**config.mk**
```make
export PLATFORM = sky130hd
export DESIGN_NAME = counter_15_hwcheck_flat
export DESIGN_NICKNAME = d
export VERILOG_FILES = /design/src/rtl/counter_15_hwcheck_if.sv /design/src/rtl/counter_15_hwcheck.sv /design/src/flat_wrapper.sv
export SDC_FILE = /design/constraint.sdc
export NUM_CORES = 1
export LEC_CHECK = 0
export BUFFER_PORTS_ARGS = -buffer_cell sky130_fd_sc_hd__clkbuf_2
export CORE_MARGIN = 1
export CORE_UTILIZATION = 33
export CTS_CLUSTER_DIAMETER = 150
export DETAILED_ROUTE_END_ITERATION = 10
export PLACE_DENSITY = 0.53
export SLEW_MARGIN = 5
export SYNTH_ARGS = -nofsm -noshare
export SYNTH_HDL_FRONTEND = slang
export SYNTH_SLANG_ARGS = --single-unit
```
**constraint.sdc**
```tcl
create_clock -name clk -period 2.8 [get_ports clk]
set_input_delay 0.42 -clock clk [delete_from_list [all_inputs] [get_ports clk]]
set_output_delay 0.42 -clock clk [all_outputs]
set_load 0.02 [all_outputs]
```
**src/rtl/counter_15_hwcheck_if.sv**
```systemverilog
// Stimulus/response bus between the counter checker and its driver.
// slave = checker side, master = environment/bench side.
interface counter_15_hwcheck_if;
  logic        start;
  logic [15:0] num_vec;
  logic [4:0]  C0;
  logic        C1;
  logic [2:0]  O;
  logic        busy;
  logic        done;
  logic        pass;
  logic [15:0] err_cnt;
  logic [15:0] first_err_idx;
  logic [2:0]  first_err_exp;
  logic [2:0]  first_err_got;

  modport slave (
    input  start, num_vec, O,
    output C0, C1, busy, done, pass, err_cnt, first_err_idx, first_err_exp, first_err_got
  );

  modport master (
    output start, num_vec, O,
    input  C0, C1, busy, done, pass, err_cnt, first_err_idx, first_err_exp, first_err_got
  );
endinterface

```
**src/rtl/counter_15_hwcheck.sv**
```systemverilog
// Built-in self-check for a 5+1 input weighted counter: drives C0/C1, compares O LATENCY cycles later.
// Macro COUNTER_15_HWCHECK_EXHAUSTIVE_EN swaps the LFSR stimulus for a 6-bit binary sweep.
module counter_15_hwcheck #(
  parameter int          LATENCY = 2,
  parameter logic [15:0] SEED    = 16'hACE1
) (
  input  logic               clk,
  input  logic               rst,
  counter_15_hwcheck_if.slave bus
);

  localparam logic [1:0] S_IDLE  = 2'd0;
  localparam logic [1:0] S_RUN   = 2'd1;
  localparam logic [1:0] S_DRAIN = 2'd2;
  localparam logic [1:0] S_DONE  = 2'd3;

`ifdef COUNTER_15_HWCHECK_EXHAUSTIVE_EN
  localparam logic [15:0] GEN_INIT = 16'h0000;

  function automatic logic [15:0] gen_next(input logic [15:0] g);
    return g + 16'd1;
  endfunction
`else
  localparam logic [15:0] GEN_INIT = (SEED == 16'h0000) ? 16'h0001 : SEED;

  // x^16+x^14+x^13+x^11+1, Fibonacci, shifting left
  function automatic logic [15:0] gen_next(input logic [15:0] g);
    return {g[14:0], g[15] ^ g[13] ^ g[12] ^ g[10]};
  endfunction
`endif

  logic [1:0]  state;
  logic [15:0] gen;
  logic [15:0] gen_nx;
  logic [5:0]  stim;
  logic [15:0] rem;
  logic [3:0]  drain;
  logic        start_ok;

  logic              vld_in;
  logic [2:0]        exp_in;
  logic [LATENCY:1]  vld_pipe;
  logic [LATENCY:1][2:0] exp_pipe;

  logic [15:0] err_cnt;
  logic [15:0] cmp_idx;
  logic [15:0] first_idx;
  logic [2:0]  first_exp;
  logic [2:0]  first_got;

  assign gen_nx   = gen_next(gen);
  assign start_ok = bus.start && (state == S_IDLE || state == S_DONE);

  always_ff @(posedge clk) begin
    if (rst) begin
      state <= S_IDLE;
      gen   <= GEN_INIT;
      stim  <= '0;
      rem   <= '0;
      drain <= '0;
    end else begin
      case (state)
        S_IDLE, S_DONE: begin
          if (bus.start) begin
            gen   <= GEN_INIT;
            rem   <= bus.num_vec;
            stim  <= (bus.num_vec != '0) ? GEN_INIT[5:0] : 6'd0;
            state <= (bus.num_vec != '0) ? S_RUN : S_DONE;
          end
        end
        S_RUN: begin
          // stim already holds vector k; advance only if another vector follows
          if (rem == 16'd1) begin
            stim  <= '0;
            drain <= 4'(LATENCY - 1);
            state <= S_DRAIN;
          end else begin
            gen  <= gen_nx;
            stim <= gen_nx[5:0];
            rem  <= rem - 16'd1;
          end
        end
        S_DRAIN: begin
          if (drain == '0) state <= S_DONE;
          else             drain <= drain - 4'd1;
        end
        default: state <= S_IDLE;
      endcase
    end
  end

  assign vld_in = (state == S_RUN);

  always_comb begin
    exp_in = {1'b0, stim[5], 1'b0};
    for (int i = 0; i < 5; i++) exp_in = exp_in + {2'b00, stim[i]};
  end

  always_ff @(posedge clk) begin
    if (rst) begin
      vld_pipe <= '0;
      exp_pipe <= '0;
    end else begin
      vld_pipe[1] <= vld_in;
      exp_pipe[1] <= exp_in;
      for (int i = 2; i <= LATENCY; i++) begin
        vld_pipe[i] <= vld_pipe[i-1];
        exp_pipe[i] <= exp_pipe[i-1];
      end
    end
  end

  // cmp_idx tracks the vector index at the pipe tail, so no index needs pipelining
  always_ff @(posedge clk) begin
    if (rst || start_ok) begin
      err_cnt   <= '0;
      cmp_idx   <= '0;
      first_idx <= '0;
      first_exp <= '0;
      first_got <= '0;
    end else if (vld_pipe[LATENCY]) begin
      cmp_idx <= cmp_idx + 16'd1;
      if (bus.O != exp_pipe[LATENCY]) begin
        if (err_cnt != 16'hFFFF) err_cnt <= err_cnt + 16'd1;
        if (err_cnt == '0) begin
          first_idx <= cmp_idx;
          first_exp <= exp_pipe[LATENCY];
          first_got <= bus.O;
        end
      end
    end
  end

  assign bus.C0            = stim[4:0];
  assign bus.C1            = stim[5];
  assign bus.busy          = (state == S_RUN) || (state == S_DRAIN);
  assign bus.done          = (state == S_DONE);
  assign bus.pass          = (state == S_DONE) && (err_cnt == '0);
  assign bus.err_cnt       = err_cnt;
  assign bus.first_err_idx = first_idx;
  assign bus.first_err_exp = first_exp;
  assign bus.first_err_got = first_got;

endmodule

```
**src/flat_wrapper.sv**
```systemverilog
// flat-port wrapper written by rule: the top's interface ports become plain ports
module counter_15_hwcheck_flat 
#(
  parameter int          LATENCY = 2,
  parameter logic [15:0] SEED    = 16'hACE1
)
  (clk, rst, bus_start, bus_num_vec, bus_O, bus_C0, bus_C1, bus_busy, bus_done, bus_pass, bus_err_cnt, bus_first_err_idx, bus_first_err_exp, bus_first_err_got);
  counter_15_hwcheck_if bus_i ();
  input  logic clk;
  input  logic rst;
  input wire logic [$bits(bus_i.start)-1:0] bus_start;
  input wire logic [$bits(bus_i.num_vec)-1:0] bus_num_vec;
  input wire logic [$bits(bus_i.O)-1:0] bus_O;
  output wire logic [$bits(bus_i.C0)-1:0] bus_C0;
  output wire logic [$bits(bus_i.C1)-1:0] bus_C1;
  output wire logic [$bits(bus_i.busy)-1:0] bus_busy;
  output wire logic [$bits(bus_i.done)-1:0] bus_done;
  output wire logic [$bits(bus_i.pass)-1:0] bus_pass;
  output wire logic [$bits(bus_i.err_cnt)-1:0] bus_err_cnt;
  output wire logic [$bits(bus_i.first_err_idx)-1:0] bus_first_err_idx;
  output wire logic [$bits(bus_i.first_err_exp)-1:0] bus_first_err_exp;
  output wire logic [$bits(bus_i.first_err_got)-1:0] bus_first_err_got;
  assign bus_i.start = bus_start;
  assign bus_i.num_vec = bus_num_vec;
  assign bus_i.O = bus_O;
  assign bus_C0 = bus_i.C0;
  assign bus_C1 = bus_i.C1;
  assign bus_busy = bus_i.busy;
  assign bus_done = bus_i.done;
  assign bus_pass = bus_i.pass;
  assign bus_err_cnt = bus_i.err_cnt;
  assign bus_first_err_idx = bus_i.first_err_idx;
  assign bus_first_err_exp = bus_i.first_err_exp;
  assign bus_first_err_got = bus_i.first_err_got;
  counter_15_hwcheck #(.LATENCY(LATENCY), .SEED(SEED)) u_core (.clk(clk), .rst(rst), .bus(bus_i));
endmodule
```
==> flow_summary_export.csv <==
group,metric,value,unit
worst_setup_path,r2r_slack,540,ps
placement,hpwl,8229,µm
placement,dp.cells,815,
yosys,avgSynthCellArea,8.406,µm²
yosys,synth_area_leaders,"dfxtp_1 (44%), a21oi_1 (6.5%), nand2_1 (6.2%)",
placement,port-buffer-count,68,
placement,dpl_cell_area,5424,µm²
layout,drive_gt1_frac,0.1716,
yosys,synth_top_cell_by_area,"dfxtp_1",
global_route,antenna_found_initial,0,
global_route,grt_util_all_layers,0.1602,
power,power.leakage,0.002099,µW
layout,utilization,0.3961,
clocking,htree_levels,3,
yosys,synth_fp_nets,615,
route,drt-wirelength-per-cell,13.93,µm
worst_setup_path,crit_path_start,"u_core.rem[0]",
clocking,cts_setup_buffers,0,
worst_setup_path,reg2reg_from,"u_core.rem[0]",
clocking,holdBufCountCts,0,
hold_path,hold_path_class,"input pin to register",
worst_setup_path,setup.worst_path.end,"u_core.gen[10]",
clocking,cts_sinks,106,
worst_setup_path,cp-start-kind,"register",
floorplanning,dieArea,15240,µm²
sta,fmax,441.8,MHz
worst_setup_path,crit_type,"register to register",
layout,finalInstanceArea,5736,µm²
worst_setup_path,rr_endpoint,"u_core.gen[10]",
route,ant_nets,0,
clocking,cts_root_buffer,"clkbuf_16",
yosys,syn-instance-count,579,
yosys,netlist_area,4867,µm²
floorplanning,die_height,123.4,µm
global_route,grt_pass1_wl,19220,µm
sta,finClkSkew,7.284,ps
yosys,seq_area_frac_synth,0.4360,
yosys,synth_cell_types,61,
layout,stdcell_count,831,
yosys,synth-seq-cells,106,
status,status,"completed",
power,ir_drop,0.0004338,V
clocking,cts_buffer_depth,2,
worst_setup_path,endpoint_kind,"register",
placement,gp_congestion,0.8046,
route,vias_per_cell,5.131,
worst_setup_path,ff2ff_path_depth,6,
global_route,grt_overflow_total,0,
layout,nNetsFinal,678,
sta,worstMarginPinSlew,744.4,ps
worst_setup_path,crit_fanout,19,
sta,fin_crit,2264,ps
flow_run,cap_violations,0,
clocking,clock_latency,350,ps
clocking,cts_resized,0,
power,p_per_area,889.5,nW/µm²
floorplanning,initial_core_util,0.3362,
floorplanning,core_area,14480,µm²
worst_setup_path,crit_required,3040,ps
route,drc_errors,0,
yosys,synth-edff-count,0,
floorplanning,io_pins,69,
sta,rsz0062_at_grt,"no",
global_route,grt_max_degree,56,
sta,slew_headroom,0.4999,
route,wirelength,11580,µm
yosys,synth_ff_type,"dfxtp_1",
sta,drv_slew,0,
sta,finalSetupTns,0,ps
sta,finalCritPeriodShare,0.8084,
route,initialDrtViolationCount,257,
layout,mostFrequentLayoutCells,"dfxtp_1 (106), nand2_1 (81), clkbuf_2 (68)",
clocking,cts_buffers,9,
layout,syn_to_final_growth,17.84,%
sta,finalHoldViolCount,0,
yosys,ys_warn_count,0,
layout,layout_commonest_cell,"dfxtp_1",
yosys,synth_top_area_frac,0.4360,
global_route,grt_pass1_vias,3927,
floorplanning,die_x,123.4,µm
route,vias,4264,
layout,diodes,0,
worst_setup_path,arrival,2500,ps
sta,finalSetupViolCount,0,
route,first_pass_iters,4,
floorplanning,rows,44,
yosys,async_reset_ff_frac,0,
clocking,cts_tree,"yes",
clocking,clk_pin_slew,70,ps
==> logic make-up after synthesis <==
| family | synth area share |
|---|---|
| flip-flops | 0.4360 |
| buffers and inverters | 0.03753 |
| AND/OR/NAND/NOR | 0.2560 |
| AO/OA/AOI/OAI | 0.1650 |
| multiplexers | 0.01080 |
| XOR/XNOR | 0.05398 |
| adder cells (fa/ha/maj) | 0.04062 |
==> worst max-delay path, cell delays in order, from the launching register on <==
cell and delay (ps):
dfxtp_1 400, ha_1 170, nor3b_1 320, and4_4 320, a21o_1 520, nand2b_1 210, o32a_1 210
==> power by group <==
group,switching [µW],total [µW],internal (µW)
combinational,1130,1840,708
sequential,217,1940,1720
clock,596,1330,731
==> cells in the mapped netlist (3+ instances only) <==
library cell    n
mux2i_1         3
xor2_1         13
or3_1           8
a21oi_1        63
a22oi_1         3
fa_1            3
a2111oi_0       4
nand4_1        12
nor2_1         54
buf_2           5
dfxtp_1       106
and3_1          4
inv_1          16
nand2b_1        8
nand3_1        10
or4_1           4
nand2_1        81
o32a_1          5
o21ai_0        23
nor4_1         15
clkbuf_1       23
a211oi_1        5
nor3_1         14
xnor2_1        17
nor3b_1         5
nor2b_1        14
and4_1          3
ha_1           11
o22ai_1         3
==> cell type report <==
class	count	area [µm²]
fill	1503	8743
multi-input combinational	426	2562
sequential	106	2122
timing repair buffer	82	445.4
clock buffer	10	239.0
tap	184	230.2
clock inverter	6	72.57
inverter	17	63.81
==> stage by stage <==
stage                     hold slack, ps  setup WS, ps  total power, µW
after floorplan                    413.8         823.7             3269
after global placement             433.8         596.1             3785
after detailed placement           426.5         549.8             3821
after CTS                          308.0         510.0             5166
after global routing               309.9         269.3             5491
final                              321.8         536.4             5102
==> worst min-delay path by stage <==
| stage | depth (start not counted) | startpoint | endpoint | slack (ps) |
|---|---|---|---|---|
| global placement | 1 | u_core.exp_pipe[2] | u_core.exp_pipe[5] | 430 |
| finish | 3 | bus_O[0] | u_core.bus.first_err_got[0] | 320 |
| floorplan | 1 | u_core.exp_pipe[0] | u_core.exp_pipe[3] | 410 |
| detailed placement | 1 | u_core.vld_pipe[1] | u_core.vld_pipe[2] | 430 |
| global route | 3 | bus_O[0] | u_core.bus.first_err_got[0] | 310 |
| CTS | 3 | bus_O[0] | u_core.bus.first_err_got[0] | 310 |
==> flip-flops by register name (all words and copies together) (netlist names), 3 cells and up <==
register                  count
u_core.bus.err_cnt           16
u_core.bus.first_err_exp      3
u_core.bus.first_err_got      3
u_core.bus.first_err_idx     16
u_core.cmp_idx               16
u_core.drain                  4
u_core.exp_pipe               6
u_core.gen                   16
u_core.rem                   16
u_core.stim                   6
==> metal layers <==
layer / vias to the layer above / track usage / share of wire
met5: - / 0 / 0
met4: 0 / 0.04066 / 0.0098
met3: 9 / 0.04705 / 0.048
met2: 88 / 0.2601 / 0.47
met1: 1997 / 0.2068 / 0.48
li1: 2170 / - / -
Power figures use the tool's default switching activity.
